File: src/rtl/ofdm_coder_pkg.sv
// rtl/ofdm_coder_pkg.sv - shared types, constants and the scrambler step function for the OFDM coder
package ofdm_coder_pkg;

    typedef enum logic {
        MODE_BYPASS   = 1'b0,
        MODE_SCRAMBLE = 1'b1
    } coder_mode_e;

    localparam int LFSR_W     = 7;
    // Widest data beat the scrambler function can code in one call.
    localparam int MAX_DATA_W = 64;

    typedef struct packed {
        logic [LFSR_W-1:0]     state;
        logic [MAX_DATA_W-1:0] coded;
    } scr_res_t;

    // Unrolled x^7+x^4+1 additive scrambler over data_w bits, bit 0 first.
    // Bits at and above data_w are returned as zero and leave the state alone.
    function automatic scr_res_t lfsr_scramble(input logic [LFSR_W-1:0]     state,
                                               input logic [MAX_DATA_W-1:0] data,
                                               input int                    data_w);
        scr_res_t          r;
        logic              fb;
        logic [LFSR_W-1:0] s;
        s       = state;
        r.coded = '0;
        for (int i = 0; i < MAX_DATA_W; i++) begin
            if (i < data_w) begin
                fb         = s[6] ^ s[3];
                r.coded[i] = data[i] ^ fb;
                s          = {s[5:0], fb};
            end
        end
        r.state = s;
        return r;
    endfunction

endpackage

File: src/rtl/ofdm_skid_buf.sv
// rtl/ofdm_skid_buf.sv - 2-entry valid/ready buffer with registered in_ready
// Ports: clk, rst (async, active-high); in_valid/in_ready/in_data (W bits) upstream;
//        out_valid/out_ready/out_data (W bits) downstream.
module ofdm_skid_buf #(
    parameter int W = 9
) (
    input  logic         clk,
    input  logic         rst,
    input  logic         in_valid,
    output logic         in_ready,
    input  logic [W-1:0] in_data,
    output logic         out_valid,
    input  logic         out_ready,
    output logic [W-1:0] out_data
);

    logic [W-1:0] mem_q [2];
    logic         rd_ptr_q;
    logic         wr_ptr_q;
    logic [1:0]   cnt_q;
    logic [1:0]   cnt_d;
    logic         in_ready_q;
    logic         push;
    logic         pop;

    assign push      = in_valid && in_ready_q;
    assign pop       = (cnt_q != 2'd0) && out_ready;
    assign cnt_d     = cnt_q + {1'b0, push} - {1'b0, pop};
    assign in_ready  = in_ready_q;
    assign out_valid = (cnt_q != 2'd0);
    assign out_data  = mem_q[rd_ptr_q];

    always_ff @(posedge clk or posedge rst) begin
        if (rst) begin
            for (int i = 0; i < 2; i++) begin
                mem_q[i] <= '0;
            end
            rd_ptr_q   <= 1'b0;
            wr_ptr_q   <= 1'b0;
            cnt_q      <= 2'd0;
            in_ready_q <= 1'b1;
        end else begin
            if (push) begin
                mem_q[wr_ptr_q] <= in_data;
                wr_ptr_q        <= ~wr_ptr_q;
            end
            if (pop) begin
                rd_ptr_q <= ~rd_ptr_q;
            end
            cnt_q      <= cnt_d;
            // Registered ready: drop only once the post-update occupancy is full.
            in_ready_q <= (cnt_d != 2'd2);
        end
    end

endmodule

File: src/rtl/ofdm_stream_coder.sv
// rtl/ofdm_stream_coder.sv - valid/ready bypass or 802.11a scrambler stage with per-frame mode and seed
// Ports: clk, rst (async, active-high); in_valid/in_ready/in_data/in_sof input stream;
//        in_mode, in_seed_ld, in_seed frame controls sampled on SOF;
//        out_valid/out_ready/out_data/out_sof output stream.
module ofdm_stream_coder
    import ofdm_coder_pkg::*;
#(
    parameter int                DATA_W = 8,
    parameter logic [LFSR_W-1:0] SEED   = 7'h7F
) (
    input  logic              clk,
    input  logic              rst,
    input  logic              in_valid,
    output logic              in_ready,
    input  logic [DATA_W-1:0] in_data,
    input  logic              in_sof,
    input  logic              in_mode,
    input  logic              in_seed_ld,
    input  logic [LFSR_W-1:0] in_seed,
    output logic              out_valid,
    input  logic              out_ready,
    output logic [DATA_W-1:0] out_data,
    output logic              out_sof
);

    logic [LFSR_W-1:0] lfsr_q;
    logic [LFSR_W-1:0] lfsr_d;
    coder_mode_e       mode_q;
    coder_mode_e       mode_d;

    logic              in_fire;
    coder_mode_e       cur_mode;
    logic [LFSR_W-1:0] cur_state;
    logic [LFSR_W-1:0] next_state;
    logic [DATA_W-1:0] coded;
    scr_res_t          res;
    logic              unused_res_bits;

    assign in_fire = in_valid && in_ready;

    // An SOF beat is coded with the mode and seed it carries, not the latched ones.
    always_comb begin
        cur_mode  = in_sof ? coder_mode_e'(in_mode) : mode_q;
        cur_state = in_sof ? (in_seed_ld ? in_seed : SEED) : lfsr_q;
        res       = lfsr_scramble(cur_state, MAX_DATA_W'(in_data), DATA_W);
        if (cur_mode == MODE_SCRAMBLE) begin
            coded      = res.coded[DATA_W-1:0];
            next_state = res.state;
        end else begin
            coded      = in_data;
            next_state = cur_state;
        end
        mode_d = mode_q;
        lfsr_d = lfsr_q;
        if (in_fire) begin
            mode_d = cur_mode;
            lfsr_d = next_state;
        end
    end

    // Coded bits above DATA_W are always zero.
    assign unused_res_bits = ^res.coded;

    always_ff @(posedge clk or posedge rst) begin
        if (rst) begin
            lfsr_q <= SEED;
            mode_q <= MODE_BYPASS;
        end else begin
            lfsr_q <= lfsr_d;
            mode_q <= mode_d;
        end
    end

    ofdm_skid_buf #(
        .W (DATA_W + 1)
    ) u_skid (
        .clk       (clk),
        .rst       (rst),
        .in_valid  (in_valid),
        .in_ready  (in_ready),
        .in_data   ({in_sof, coded}),
        .out_valid (out_valid),
        .out_ready (out_ready),
        .out_data  ({out_sof, out_data})
    );

endmodule

File: config.mk
export PLATFORM = sky130hd
export DESIGN_NAME = ofdm_stream_coder
export DESIGN_NICKNAME = d
export VERILOG_FILES = /design/src/rtl/ofdm_coder_pkg.sv /design/src/rtl/ofdm_skid_buf.sv /design/src/rtl/ofdm_stream_coder.sv
export SDC_FILE = /design/constraint.sdc
export NUM_CORES = 1
export LEC_CHECK = 0
export CAP_MARGIN = 20
export CORE_MARGIN = 4
export CORE_UTILIZATION = 45
export DETAILED_ROUTE_END_ITERATION = 8
export PLACE_DENSITY = 0.75
export SLEW_MARGIN = 15
export SYNTH_ARGS = -nofsm -noshare
export SYNTH_HDL_FRONTEND = slang
export SYNTH_SLANG_ARGS = --single-unit
File: constraint.sdc
create_clock -name clk -period 2.3 [get_ports clk]
set_clock_uncertainty 0.2 [all_clocks]
set_input_delay 0.345 -clock clk [delete_from_list [all_inputs] [get_ports clk]]
set_output_delay 0.345 -clock clk [all_outputs]
set_load 0.02 [all_outputs]
==> results of run 1 <==
## Yosys cell counts, types with 2 or more instances
cell	instances
nand2_1	21
a31oi_1	7
o221ai_1	3
nand2b_1	3
dfstp_2	8
inv_1	6
o22ai_1	8
ha_1	2
buf_2	3
o21ai_1	4
a21oi_1	8
nor2_1	16
clkbuf_1	2
xor2_1	9
xnor2_1	16
and2_1	2
dfrtp_1	23
o21ai_0	10
mux2_2	10
buf_6	2
## layer usage
layer / track usage / wire length [µm]
met5: 0 / 0
met4: 0.05957 / 46
met3: 0.05036 / 227
met2: 0.2432 / 1674
met1: 0.2195 / 1791
## area by class of cell
| cell class | count | area (µm²) |
|---|---|---|
| clock buffers | 5 | 68.82 |
| clock inverters | 3 | 15.01 |
| fillers | 324 | 1469 |
| inverters | 6 | 22.52 |
| multi-input cells | 134 | 898.4 |
| flip-flops and latches | 31 | 787.0 |
| well taps | 48 | 60.06 |
| repair buffers | 42 | 395.4 |
## sequential cells by signal, indices dropped and copies added, names as in the netlist
name             cells
u_skid.mem_q        18
lfsr_q               7
u_skid.cnt_q         2
mode_q               1
u_skid.in_ready      1
u_skid.rd_ptr_q      1
u_skid.wr_ptr_q      1
## metrics by stage
stage	setup slack [ps]	power, mW
2_1_floorplan	261.1	2.091
3_3_place_gp	153.8	2.576
3_5_place_dp	118.9	2.609
4_1_cts	33.56	3.030
5_1_grt	1.025	3.222
6_report	63.10	2.999
## report_power, final
group	internal (mW)	switching (mW)
clock network	0.207	0.205
logic	0.787	0.699
registers	0.870	0.231
total	1.86	1.13
## layout by cell type, fill, tap and decap left out, types with 2 or more instances in the layout
cell type and instances:
and2_1 2, a31oi_1 7, inv_1 6, o21ai_0 10, o22ai_1 8, ha_1 2
o21ai_1 4, clkdlybuf4s50_1 32, a21oi_1 8, clkinv_2 3, buf_4 10, dfrtp_1 22
mux2_2 10, o221ai_1 3, xor2_1 9, clkbuf_8 5, xnor2_1 16, dfstp_2 8
nand2_1 21, nand2b_1 3, nor2_1 16
## worst max-delay path by stage
stage,start,to,cells past startpoint
2_1_floorplan,u_skid.cnt_q[1],u_skid.in_ready,8
3_3_place_gp,in_sof,u_skid.mem_q[6],6
3_5_place_dp,in_sof,u_skid.mem_q[2],7
4_1_cts,u_skid.rd_ptr_q,out_sof,2
5_1_grt,u_skid.rd_ptr_q,out_data[7],2
6_report,u_skid.rd_ptr_q,out_data[4],2
## cell families (layout without fill, tap and decap cells)
logic type | after synthesis | after routing
mux | 10 | 10
xor+xnor | 26 | 26
fa+ha+maj | 2 | 2
flops | 31 | 31
buf+inv | 14 | 56
compound gates | 46 | 46
simple gates | 50 | 50
## worst min-delay path, cell delays in order
cell and delay [ps]:
clkdlybuf4s50_1 390, inv_1 50, buf_4 350
## repair_timing
| item | 4_1_cts | 5_1_grt |
|---|---|---|
| hold buffers | 0 | 0 |
| gates resized for setup | 1 | 0 |
| setup endpoints to repair | 9 | 0 |
==> flow_metrics.env, run 1 <==
export IMPL_synth_compound_area_frac=0.1654
export IMPL_worst_pin_slew_ps=461.3
export IMPL_grt_pass1_vias=1319
export IMPL_drv_slew=0
export IMPL_viasPerCell=5.130
export IMPL_area_growth_pct=28.01
export IMPL_cts_tree="yes"
export IMPL_synth_distinct_cells=36
export IMPL_p_leak_nw=0.9377
export IMPL_placementRows=22
export IMPL_cp_slowest_stage_delay_ps=530
export IMPL_grt_max_degree=32
export IMPL_ys_seq_area_frac=0.4476
export IMPL_vias=1380
export IMPL_place_inst=261
export IMPL_synth_ff_type="dfrtp_1"
export IMPL_synthArstFlopShare=1.000
export IMPL_hold_viol=0
export IMPL_rsz0062_at_grt="no"
export IMPL_synth_fa_ha_area_frac=0.01426
export IMPL_grt_antenna_before_repair=0
export IMPL_synthMuxAreaShare=0.06415
export IMPL_cts_buffer_depth=2
export IMPL_core_um2=3716
export IMPL_timing_rr_start="u_skid.cnt_q[1]"
export IMPL_synth_top_cell_area_share=0.3279
export IMPL_synthCells=179
export IMPL_critPathMaxFanout=10
export IMPL_hold_class="input pin to async pin"
export IMPL_required_ps=1750
export IMPL_nets=244
export IMPL_cts_root_buffer_cell="clkbuf_8"
export IMPL_ys_seq_elements=31
export IMPL_synth_area_um2=1755
export IMPL_fin_util=0.6047
export IMPL_drc=0
export IMPL_post_dp_cell_area_um2=2162
export IMPL_layoutNonFillerInstCount=269
export IMPL_powerDensity_nw_per_um2=1334
export IMPL_status="finished, final reports clean"
export IMPL_gp_congestion=0.9060
export IMPL_synth_edf_count=0
export IMPL_clkLatencyLatePin_ps=280
export IMPL_rrSetupSlack_ps=250
export IMPL_postCtsSetupRepairBufs=0
export IMPL_path_clk_slew_ps=70
export IMPL_hpwlAfterDp_um=2786
export IMPL_synthXorXnorAreaFrac=0.1376
export IMPL_r2r_end="u_skid.in_ready"
export IMPL_arrival_ps=1690
export IMPL_syn_nets=203
export IMPL_worstPathBufferInverterCount=1
export IMPL_yosys_area_top_type="dfrtp_1"
export IMPL_slowest_stage="clkdlybuf4s50_1"
export IMPL_initial_core_util=0.4724
export IMPL_wl_per_cell_um=13.90
export IMPL_grt_pass1_wl_um=6327
export IMPL_maxCapViolations=0
export IMPL_yosys_area_share_simple=0.1304
export IMPL_drt_wl_total_um=3740
export IMPL_n_antenna_cell=0
export IMPL_finalCritPeriodShare=0.9726
export IMPL_dr_pass1_iters=4
export IMPL_syn_mean_instance_area_um2=9.807
export IMPL_yosys_warnings=0
export IMPL_critPathKind="flop to output pin"
export IMPL_worstSetupEndpointType="output pin"
export IMPL_die_w_um=70.46
export IMPL_finalCriticalPeriod_ps=2237
export IMPL_slew_headroom=0.6917
export IMPL_reg2regPathDepth=8
export IMPL_ios=33
export IMPL_hold_ws_ps=252.4
export IMPL_tns_ps=0
export IMPL_synthTopCellsByArea="dfrtp_1 (33%), dfstp_2 (12%), xnor2_1 (8.0%)"
export IMPL_finalSetupViolCount=0
export IMPL_fmax_ghz=0.4470
export IMPL_worst_path_dominant_cell_family="buffers and inverters"
export IMPL_dieHeight_um=70.46
export IMPL_drt_initial_drc_count=67
export IMPL_grt_ovfl_total=0
export IMPL_vdd_drop_max_v=0.0005219
export IMPL_drive_above_1_share=0.1900
export IMPL_grt_usage=0.1625
export IMPL_cts_buffers=5
export IMPL_portBuffers=32
export IMPL_htree_levels=2
export IMPL_setup_worst_path_start_class="flop"
export IMPL_antenna_left=0
export IMPL_numClockSinks=31
export IMPL_synth_top_family_by_area="compound AO/OA/AOI/OAI gates"
export IMPL_crit_chain="mux2_2 > clkdlybuf4s50_1"
export IMPL_fin_area_um2=2247
export IMPL_die_area_um2=4964
No activity file was read; power rests on OpenSTA's default activity.
==> run 2, diff against run 1 <==
CORE_UTILIZATION = 40   (was 45)
PLACE_DENSITY = 0.68   (was 0.75)
==> run 2 against run 1 <==
Against the previous run: power grew 2.0%; hold slack lost 11 ps; routed wire length increased by 3.4%; critical path depth stayed put; clock power rose by 7.3%; sequential power about the same; critical endpoint unchanged.
==> flow_metrics.env, run 2 (synthesized netlist as in run 1, its figures left out) <==
export IMPL_status="finished, final reports clean"
export IMPL_grt_ovfl_total=0
export IMPL_drc=0
export IMPL_worstSetupEndpointType="output pin"
export IMPL_largest_register_ffs=18
export IMPL_numClockSinks=31
export IMPL_grt_usage=0.1519
export IMPL_portBuffers=32
export IMPL_critPathKind="flop to output pin"
export IMPL_drt_wl_total_um=3866
export IMPL_fin_ws_ps=43.91
export IMPL_required_ps=1750
export IMPL_maxCapViolations=0
export IMPL_area_growth_pct=30.01
export IMPL_p_leak_nw=0.9625
export IMPL_dp_slack_ps=19.42
export IMPL_setup_worst_path_start_class="flop"
export IMPL_cts_tree="yes"
export IMPL_grt_pass1_wl_um=6348
export IMPL_rrSetupSlack_ps=240
export IMPL_cts_hold_fix_buffers=0
export IMPL_initial_core_util=0.4266
export IMPL_dieHeight_um=74.25
export IMPL_wl_per_cell_um=14.11
export IMPL_worst_pin_slew_ps=448.3
export IMPL_gp_congestion=0.8493
export IMPL_final_cell_mix="clkdlybuf4s50_1 (31), dfrtp_1 (22), nand2_1 (21)"
export IMPL_vias=1438
export IMPL_reg2regPathDepth=8
export IMPL_ios=33
export IMPL_finalCriticalPeriod_ps=2256
export IMPL_viasPerCell=5.248
export IMPL_arrival_ps=1710
export IMPL_hold_viol=0
export IMPL_n_antenna_cell=0
export IMPL_antenna_left=0
export IMPL_fmax_ghz=0.4432
export IMPL_drt_initial_drc_count=89
export IMPL_rsz0062_at_grt="no"
export IMPL_cts_buffer_depth=2
export IMPL_grt_antenna_before_repair=0
export IMPL_die_w_um=74.25
export IMPL_critPathMaxFanout=10
export IMPL_hpwlAfterDp_um=2894
export IMPL_postCtsSetupRepairBufs=0
export IMPL_final_common_cell="clkdlybuf4s50_1"
export IMPL_hold_class="input pin to async pin"
export IMPL_powerDensity_nw_per_um2=1340
export IMPL_grt_max_degree=32
export IMPL_drv_slew=0
export IMPL_top_regs="u_skid.mem_q: 18 flops, lfsr_q: 7 flops, u_skid.cnt_q: 2 flops"
export IMPL_grt_pass1_vias=1352
export IMPL_place_inst=266
export IMPL_clkLatencyLatePin_ps=280
export IMPL_placementRows=23
export IMPL_core_um2=4115
export IMPL_nets=247
export IMPL_die_area_um2=5512
export IMPL_cts_buffers=5
export IMPL_finalSetupViolCount=0
export IMPL_layoutNonFillerInstCount=274
export IMPL_cts_root_buffer_cell="clkbuf_8"
export IMPL_finalCritPeriodShare=0.9809
export IMPL_tns_ps=0
export IMPL_top_register="u_skid.mem_q"
export IMPL_dr_pass1_iters=4
export IMPL_path_clk_slew_ps=60
export IMPL_slew_headroom=0.7004
export IMPL_vdd_drop_max_v=0.0004360
export IMPL_drive_above_1_share=0.1964
export IMPL_htree_levels=2
-- run 2: routing by layer --
metal	up-vias	part of all wire	global-route usage
met2	54	0.45	0.2402
met1	671	0.46	0.1985
met5	-	0	0
met4	0	0.012	0.05731
li1	707	-	-
met3	6	0.080	0.04324
-- run 2: where the power goes --
| part | internal [mW] | switching (mW) | total (mW) |
|---|---|---|---|
| registers | 0.870 | 0.233 | 1.10 |
| logic | 0.799 | 0.715 | 1.51 |
| clock network | 0.241 | 0.200 | 0.441 |
| total | 1.91 | 1.15 | 3.06 |
-- run 2: stage by stage --
| step | util | cell area, µm² | hold slack, ps | power [mW] |
|---|---|---|---|---|
| after CTS | 0.5540 | 2280 | 251.9 | 3.085 |
| final | 0.5546 | 2282 | 241.1 | 3.057 |
| after floorplan | - | 1755 | 240.2 | 2.091 |
| after detailed placement | 0.5315 | 2187 | 270.1 | 2.632 |
| after global placement | 0.5315 | 2187 | 255.2 | 2.602 |
| after global routing | 0.5546 | 2282 | 277.9 | 3.285 |
-- run 2: final cells by class --
cell class,count,area [µm²]
Sequential cell,31,787.0
Multi-Input combinational cell,134,898.4
Clock inverter,1,5.005
Inverter,6,22.52
Clock buffer,7,86.33
Fill cell,379,1833
Timing Repair Buffer,45,420.4
Tap cell,50,62.56
-- run 2: worst paths after layout --
kind	from	to
worst min-delay path	rst	mode_q
worst min register to register	u_skid.mem_q[0]	u_skid.mem_q[0]
worst max register to register	u_skid.cnt_q[1]	u_skid.in_ready
max in group asynchronous	rst	lfsr_q[1]
worst max-delay path	u_skid.rd_ptr_q	out_data[4]
min in group clk	u_skid.mem_q[0]	u_skid.mem_q[0]
-- run 2: critical path, cell delays in order (launching register included) --
cell	delay, ps
dfrtp_2	510
mux2_2	380
clkdlybuf4s50_1	540
-- run 2: repair_timing --
action | CTS | global route
gates cloned | 0 | 0
pin swaps | 0 | 0
resized for setup | 1 | 1
setup endpoints to repair | 9 | 1
==> run 3, diff against run 2 <==
CELL_PAD_IN_SITES_DETAIL_PLACEMENT = 0   (was default)
CELL_PAD_IN_SITES_GLOBAL_PLACEMENT = 1   (was default)
CORE_UTILIZATION = 39   (was 40)
PLACE_DENSITY = 0.82   (was 0.68)
==> run 3 against run 2 <==
Against the previous run: first-iteration DRC count increased by 18%; sequential share of layout area decreased by 0.26 points; setup slack gained 11 ps; highest routed layer unchanged; cell count unchanged; largest cell class unchanged; hold slack gained 7.0 ps.
==> flow_metrics.env, run 3 (synthesized netlist as in run 1, its figures left out) <==
export IMPL_die_w_um=75.09
export IMPL_fin_util=0.5282
export IMPL_grt_pass1_vias=1429
export IMPL_cts_root_buffer_cell="clkbuf_8"
export IMPL_final_common_cell="clkdlybuf4s50_1"
export IMPL_initial_core_util=0.4032
export IMPL_drive_above_1_share=0.1937
export IMPL_grt_pass1_wl_um=6906
export IMPL_switching_share=0.3668
export IMPL_clkLatencyLatePin_ps=280
export IMPL_finalSetupViolCount=0
export IMPL_drv_slew=0
export IMPL_grt_antenna_before_repair=0
export IMPL_endpoint="out_data[1]"
export IMPL_core_um2=4354
export IMPL_hold_viol=0
export IMPL_status="finished, final reports clean"
export IMPL_placementRows=24
export IMPL_fmax_ghz=0.4454
export IMPL_cts_buffers=5
export IMPL_cts_tree="yes"
export IMPL_n_antenna_cell=0
export IMPL_drc=0
export IMPL_htree_levels=2
export IMPL_area_growth_pct=31.01
export IMPL_setup_worst_path_start_class="flop"
export IMPL_finalCritPeriodShare=0.9762
export IMPL_largest_register_ffs=18
export IMPL_arrival_ps=1700
export IMPL_cts_buffer_depth=2
export IMPL_reg2regPathDepth=8
export IMPL_dieHeight_um=75.09
export IMPL_num_fill_cells=436
export IMPL_r2r_end="u_skid.in_ready"
export IMPL_hold_class="input pin to async pin"
export IMPL_rrSetupSlack_ps=230
export IMPL_timing_rr_start="u_skid.cnt_q[1]"
export IMPL_total_power_mw=3.158
export IMPL_antenna_left=0
export IMPL_hpwlAfterDp_um=2961
export IMPL_grt_ovfl_total=0
export IMPL_portBuffers=32
export IMPL_rsz0062_at_grt="no"
export IMPL_wl_per_cell_um=14.73
export IMPL_p_int_mw=2.000
export IMPL_grt_usage=0.1650
export IMPL_maxCapViolations=0
export IMPL_critPathMaxFanout=10
export IMPL_required_ps=1750
export IMPL_path_clk_slew_ps=70
export IMPL_comb_power_share=0.472
export IMPL_powerDensity_nw_per_um2=1373
export IMPL_vias=1384
export IMPL_worstSetupEndpointType="output pin"
export IMPL_numClockSinks=31
export IMPL_power_share_sequential=0.350
export IMPL_clkPwrFrac=0.178
export IMPL_worst_pin_slew_ps=456.1
export IMPL_nets=245
export IMPL_viasPerCell=5.051
export IMPL_grt_max_degree=32
export IMPL_power_switching_mw=1.159
export IMPL_drt_wl_total_um=4035
export IMPL_slew_headroom=0.6952
export IMPL_cts_hold_fix_buffers=0
export IMPL_gp_congestion=0.8502
export IMPL_critPathLaunch="u_skid.rd_ptr_q"
export IMPL_dr_pass1_iters=4
export IMPL_vdd_drop_max_v=0.0004056
export IMPL_p_leak_nw=0.9845
export IMPL_hold_ws_ps=248.1
export IMPL_top_regs="u_skid.mem_q: 18 flops, lfsr_q: 7 flops, u_skid.cnt_q: 2 flops"
export IMPL_finalCriticalPeriod_ps=2245
export IMPL_final_cell_mix="clkdlybuf4s50_1 (28), dfrtp_1 (22), nand2_1 (21)"
export IMPL_critPathKind="flop to output pin"
export IMPL_tns_ps=0
export IMPL_top_register="u_skid.mem_q"
export IMPL_drt_initial_drc_count=105
export IMPL_ios=33
export IMPL_die_area_um2=5639
run 3: changes by cell type in the layout (fill, tap and decap cells not counted), sizes merged:
cell,before,now
clkbuf,7,6
bufinv,0,1
dlymetal6s2s,1,3
buf,13,11
clkdlybuf4s50,31,28
dlygate4sd2,0,1
run 3: layout make-up:
class	instances	area, µm²	share of cell area
Multi-Input combinational cell	134	898.4	0.3906
Clock inverter	2	35.03	0.01523
Tap cell	52	65.06	0.02829
Timing Repair Buffer	43	409.1	0.1779
Sequential cell	31	787.0	0.3422
Clock buffer	6	82.58	0.03591
Inverter	6	22.52	0.009793
run 3: power by group through the flow:
stage / registers (mW) / logic, mW / clock network (mW)
floorplan: 1.03 / 1.06 / 0
detailed placement: 1.12 / 1.50 / 0
CTS: 1.11 / 1.50 / 0.578
global placement: 1.11 / 1.48 / 0
finish: 1.10 / 1.49 / 0.563
global route: 1.14 / 1.66 / 0.605
run 3: per-stage QoR:
step	worst slack, ps	instance area, µm²	std cells
final	54.71	2300	274
after global routing	5.717	2300	274
after CTS	10.82	2285	273
after detailed placement	7.646	2167	265
after global placement	45.06	2167	265
after floorplan	261.1	1755	179
run 3: repair_timing:
item	CTS	global route
resized for setup	2	3
setup buffers	0	1
setup endpoints to repair	9	7
hold endpoints to repair	0	0
run 3: worst max-delay path, cell delays in order (launching register included):
cell             delay, ps
dfrtp_2                510
mux2_2                 360
clkdlybuf4s50_1        540
run 3: worst min-delay path by stage:
stage / startpoint / slack (ps) / cells after the start / end
global route: rst / 290 / 3 / u_skid.mem_q[0]
detailed placement: u_skid.mem_q[8] / 260 / 2 / u_skid.mem_q[8]
floorplan: rst / 240 / 1 / mode_q
global placement: u_skid.mem_q[8] / 260 / 2 / u_skid.mem_q[8]
CTS: rst / 250 / 3 / u_skid.mem_q[0]
finish: rst / 250 / 3 / u_skid.rd_ptr_q
run 3: per-layer routing:
layer,vias up,track usage,part of all wire
met5,-,0,0
met4,0,0.06522,0.017
met3,6,0.03738,0.053
met2,34,0.2505,0.45
met1,639,0.2278,0.48
li1,705,-,-
==> RTL change 1: new RTL, flow settings as in run 1 <==
Reset style: synchronous (`rst`), changed in 2 clocked blocks. Comments in the files are not updated.
--- a/src/rtl/ofdm_skid_buf.sv
+++ b/src/rtl/ofdm_skid_buf.sv
@@ -31,5 +31,5 @@
     assign out_data  = mem_q[rd_ptr_q];
 
-    always_ff @(posedge clk or posedge rst) begin
+    always_ff @(posedge clk) begin
         if (rst) begin
             for (int i = 0; i < 2; i++) begin
--- a/src/rtl/ofdm_stream_coder.sv
+++ b/src/rtl/ofdm_stream_coder.sv
@@ -62,5 +62,5 @@
     assign unused_res_bits = ^res.coded;
 
-    always_ff @(posedge clk or posedge rst) begin
+    always_ff @(posedge clk) begin
         if (rst) begin
             lfsr_q <= SEED;
Formal check against the unedited RTL: differs if rst is asserted again (counterexample within 4 cycles, from zero or initial values and one cycle with rst high); with rst held inactive, the same outputs for 4 cycles.
==> RTL change 1 against run 1 <==
Final cell count grew 4.8%. Critical path depth did not move. Area after synthesis up 8.5%. Setup slack better by 0.047 ns. Sequential cell count is 1 higher. Core utilization is 0.83 points higher. Final area is 11% higher. Routed wire length up 8.0%. Total power decreased by 27%. Highest routed layer unchanged.
==> RTL change 1: results (changes against run 1) <==
metric;value;unit;change
Detailed Route Iter0 Violations;84;;+25%
layout net count;255;;+4.5%
max_slew headroom;38.2;%;-31 points
Placed Cells incl. Taps;274;;+5.0%
largest net degree at the start of global routing;17;;-47%
Setup crit end;out_data[6];;
critical-path maximum fanout;9;;-1
synth unique cells;45;;+25%
GP Congestion;0.865;;-4.6%
met1 GRT Util;18.3;%;-3.6 points
WL final;4040;um;+8.0%
M2 GR Usage;29.4;%;+5.1 points
Top FF cell, synth;edfxtp_1;;
worst r2r src;u_skid.cnt_q[0]$_SDFF_PP0_;;
Post-Syn Nets;205;;+0.99%
status;completed;;
final setup margin;0.110;ns;+0.0471 ns
vias per cell;5.35;;+4.3%
synth top area cells;edfxtp_1 28%, dfxtp_1 15%, xnor2_1 6.0%, mux2_2 5.3%, mux2i_1 4.7%;;
vias in the first global route;1454;;+10%
Synth async-reset ratio;0;%;-100 points
DPL Wire Length;3110;um;+12%
met3 Track Usage GR;4.41;%;-0.63 points
VDD IR max;0.443;mV;-15%
Seq/Total Area, Yosys;43.1;%;-1.7 points
Worst Hold Margin;0.319;ns;+0.0661 ns
Worst R2R Setup Slack;0.14;ns;-0.11 ns
Post-Place Worst Slack;-0.0793;ns;-0.198 ns
## RTL change 1: cell types whose count changed after synthesis, sizes merged, moves of 6 or more
cell and delta:
nand2 -10, o22a +6, dfstp -8, or3 +7, dfxtp +14, nand2b +8, dfrtp -23, o22ai -7
a31oi -7, mux2i +11, edfxtp +18, o21ai -6, xor2 -8
## RTL change 1: cells by family after synthesis
logic type,after synthesis,synth area share [%]
simple gates,60,17.4
compound gates,40,14.5
flops,32,43.1
mux,22,14.0
xor+xnor,14,6.44
buf+inv,11,3.29
fa+ha+maj,2,1.31
## RTL change 1: final cells by class
class                   instances  area, um^2
inverters                       3        11.3
multi-input cells             138        1020
clock buffers                   6        72.6
clock inverters                 2        35.0
fillers                       354        1570
repair buffers                 51         463
flip-flops and latches         32         822
well taps                      50        62.6
## RTL change 1: power breakdown
group	switching (mW)	leakage, nW	internal [mW]
sequential	0.0811	0.307	0.731
combinational	0.379	0.596	0.455
clock	0.208	0.0552	0.321
total	0.667	0.958	1.51
## RTL change 1: metrics by stage
| stage | area (um^2) | util (%) | TNS, ns | total power, mW |
|---|---|---|---|---|
| finish | 2490 | 61.3 | 0 | 2.17 |
| global route | 2490 | 61.3 | 0 | 2.29 |
| CTS | 2490 | 61.3 | 0 | 2.20 |
| detailed placement | 2380 | 58.6 | -0.367 | 1.66 |
| global placement | 2380 | 58.6 | -0.169 | 1.64 |
| floorplan | 1900 | - | 0 | 1.35 |
## RTL change 1: worst max-delay path, cell delays in order (launching register included)
cell and delay [ns]:
dfxtp_2 0.45, mux2_2 0.37, clkdlybuf4s50_1 0.54
## RTL change 1: layer usage
metal  part of all wire, %  routed length, um  vias up
li1                      -                  -      763
met1                    43               1730      711
met2                    51               2070       28
met3                   4.1                164        7
met4                   2.0                 81        0
met5                     0                  0        -
==> RTL change 2: new RTL, config.mk and constraints of run 1 <==
Made on the original files. Register the input `in_mode` before use. The logic sees it one clock later. The other inputs are not delayed to match.
--- a/src/rtl/ofdm_stream_coder.sv
+++ b/src/rtl/ofdm_stream_coder.sv
@@ -24,4 +24,10 @@
 );
 
+    logic in_mode_q;
+
+    always_ff @(posedge clk) begin
+        in_mode_q <= in_mode;
+    end
+
     logic [LFSR_W-1:0] lfsr_q;
     logic [LFSR_W-1:0] lfsr_d;
@@ -41,5 +47,5 @@
     // An SOF beat is coded with the mode and seed it carries, not the latched ones.
     always_comb begin
-        cur_mode  = in_sof ? coder_mode_e'(in_mode) : mode_q;
+        cur_mode  = in_sof ? coder_mode_e'(in_mode_q) : mode_q;
         cur_state = in_sof ? (in_seed_ld ? in_seed : SEED) : lfsr_q;
         res       = lfsr_scramble(cur_state, MAX_DATA_W'(in_data), DATA_W);
Check against the original RTL: not equivalent (Yosys sat finds a counterexample within 4 cycles, from zero or initial values and one cycle with rst high).
==> RTL change 2 against run 1 <==
Sequential cell count up 1. Worst hold slack worse by 0.0084 ns. Final area up 0.83%. Total power up 0.75%. Area after synthesis up 1.1%. Routed wire length down 0.70%. Setup slack worse by 0.016 ns. Highest routed layer unchanged.
==> RTL change 2: results (changes against run 1) <==
metric;value;unit;change
n_diodes;0;;unchanged
clk root buf;clkbuf_8;;
Leakage;0.939;nW;+0.15%
Final Non-Filler Cells;268;;-0.37%
vias in the first global route;1335;;+1.2%
synth top area cells;dfrtp_1 32%, dfstp_2 12%, xnor2_1 7.9%, mux2_2 6.3%, nand2_1 4.4%;;
GP Congestion;0.863;;-4.8%
Worst R2R End;u_skid.in_ready$_DFF_PP1_;;
Commonest cells post-synth;23 x dfrtp_1, 21 x nand2_1, 16 x nor2_1, 16 x xnor2_1;;
WP data arrival;1.71;ns;+0.02 ns
Worst R2R Setup Slack;0.21;ns;-0.04 ns
final total power;3.02;mW;+0.75%
WL final;3710;um;-0.70%
Largest regs;u_skid.mem_q (18), lfsr_q (7), u_skid.cnt_q (2);;
Placed Cells incl. Taps;260;;-0.38%
Synth async-reset ratio;96.9;%;-3.1 points
Seq/Total Area, Yosys;45.4;%;+0.62 points
Clk Latency, worst-skew pair;0.28;ns;about the same
switching pwr;1.13;mW;-0.27%
Clock net power;0.398;mW;-3%
VDD IR max;0.485;mV;-7.1%
post-synthesis mux area share;6.34;%;-0.072 points
CTS clk-pin slew, worst paths;0.06;ns;
status;completed;;
Detailed Route Iter0 Violations;75;;+12%
fill cell count;348;;+7.4%
CP top delay family;buffers and inverters;;
Cell Area, Placed;0.00218;mm^2;+0.81%
initial antenna violation count;0;;unchanged
Vias;1404;;+1.7%
Crit path largest cell delay;0.54;ns;
first-pass GRT wire length;6230;um;-1.5%
top-area cell type share of the netlist area;32.4;%;-0.37 points
all-layer global routing usage;15.8;%;-0.47 points
Max Buffers Root-to-Sink;2;;unchanged
complex-gate fraction of the synthesized area;16.3;%;-0.19 points
DPL Wire Length;2820;um;+1.0%
XOR/XNOR Fraction of Synth Area;13.6;%;-0.16 points
Post-Syn Nets;204;;+0.49%
worst slew pin tran;0.445;ns;-0.0166 ns
share of cells above drive strength 1;17.7;%;-1.3 points
adder-cell share of the synthesized area;1.41;%;-0.016 points
largest net degree at the start of global routing;32;;unchanged
synth unique cells;37;;+2.8%
Port Buffer Count;32;;unchanged
Avg Inst Size Synth;9.86;um^2;+0.58%
Synth Warn #;0;;unchanged
-- RTL change 2: changes by cell type in the layout (fill, tap and decap cells not counted), sizes merged --
cell           run 1  this run
clkinv             3         1
buf               10         9
clkbuf             5         6
dfxtp              0         1
-- RTL change 2: cell type report --
| cell class | instances | area (um^2) | area share (%) |
|---|---|---|---|
| Inverter | 6 | 22.5 | 0.994 |
| Clock inverter | 1 | 5.00 | 0.221 |
| Clock buffer | 6 | 72.6 | 3.20 |
| Multi-Input combinational cell | 134 | 898 | 39.6 |
| Timing Repair Buffer | 41 | 400 | 17.7 |
| Tap cell | 48 | 60.1 | 2.65 |
| Sequential cell | 32 | 807 | 35.6 |
-- RTL change 2: routing by layer --
metal	up-vias	routed length, um	global-route usage (%)
li1	710	-	-
met1	635	1820	21.7
met2	49	1590	23.2
met3	10	232	4.69
met4	0	74	6.47
met5	-	0	0
-- RTL change 2: stage by stage --
stage                     hold WS (ns)  setup WS, ns  utilization (%)
final                            0.244        0.0474             60.5
after global routing             0.291        0.0102             60.5
after CTS                        0.247        0.0227             60.3
after detailed placement         0.268        0.0398             58.2
after global placement           0.257        0.0995             58.2
after floorplan                  0.173         0.261                -
-- RTL change 2: kinds of logic after synthesis --
group	count (synthesis)
adders and majority gates	2
xor gates and xnor gates	26
muxes	10
AOI/OAI and AO/OA	46
DFF	32
buffers and inverters	14
and+or+nand+nor	50
-- RTL change 2: repair_timing --
item / CTS / global route
setup buffers: 0 / 1
resized for setup: 1 / 0
cloned: 0 / 0
endpoints found under the setup margin: 9 / 1
-- RTL change 2: worst register-to-register path: stages, from the launching register on --
cell and delay, ns:
dfrtp_1 0.39, or2_2 0.30, and2_1 0.18, ha_1 0.27, inv_1 0.04, ha_1 0.18
xnor2_1 0.19, xnor2_1 0.18, nand2b_1 0.09
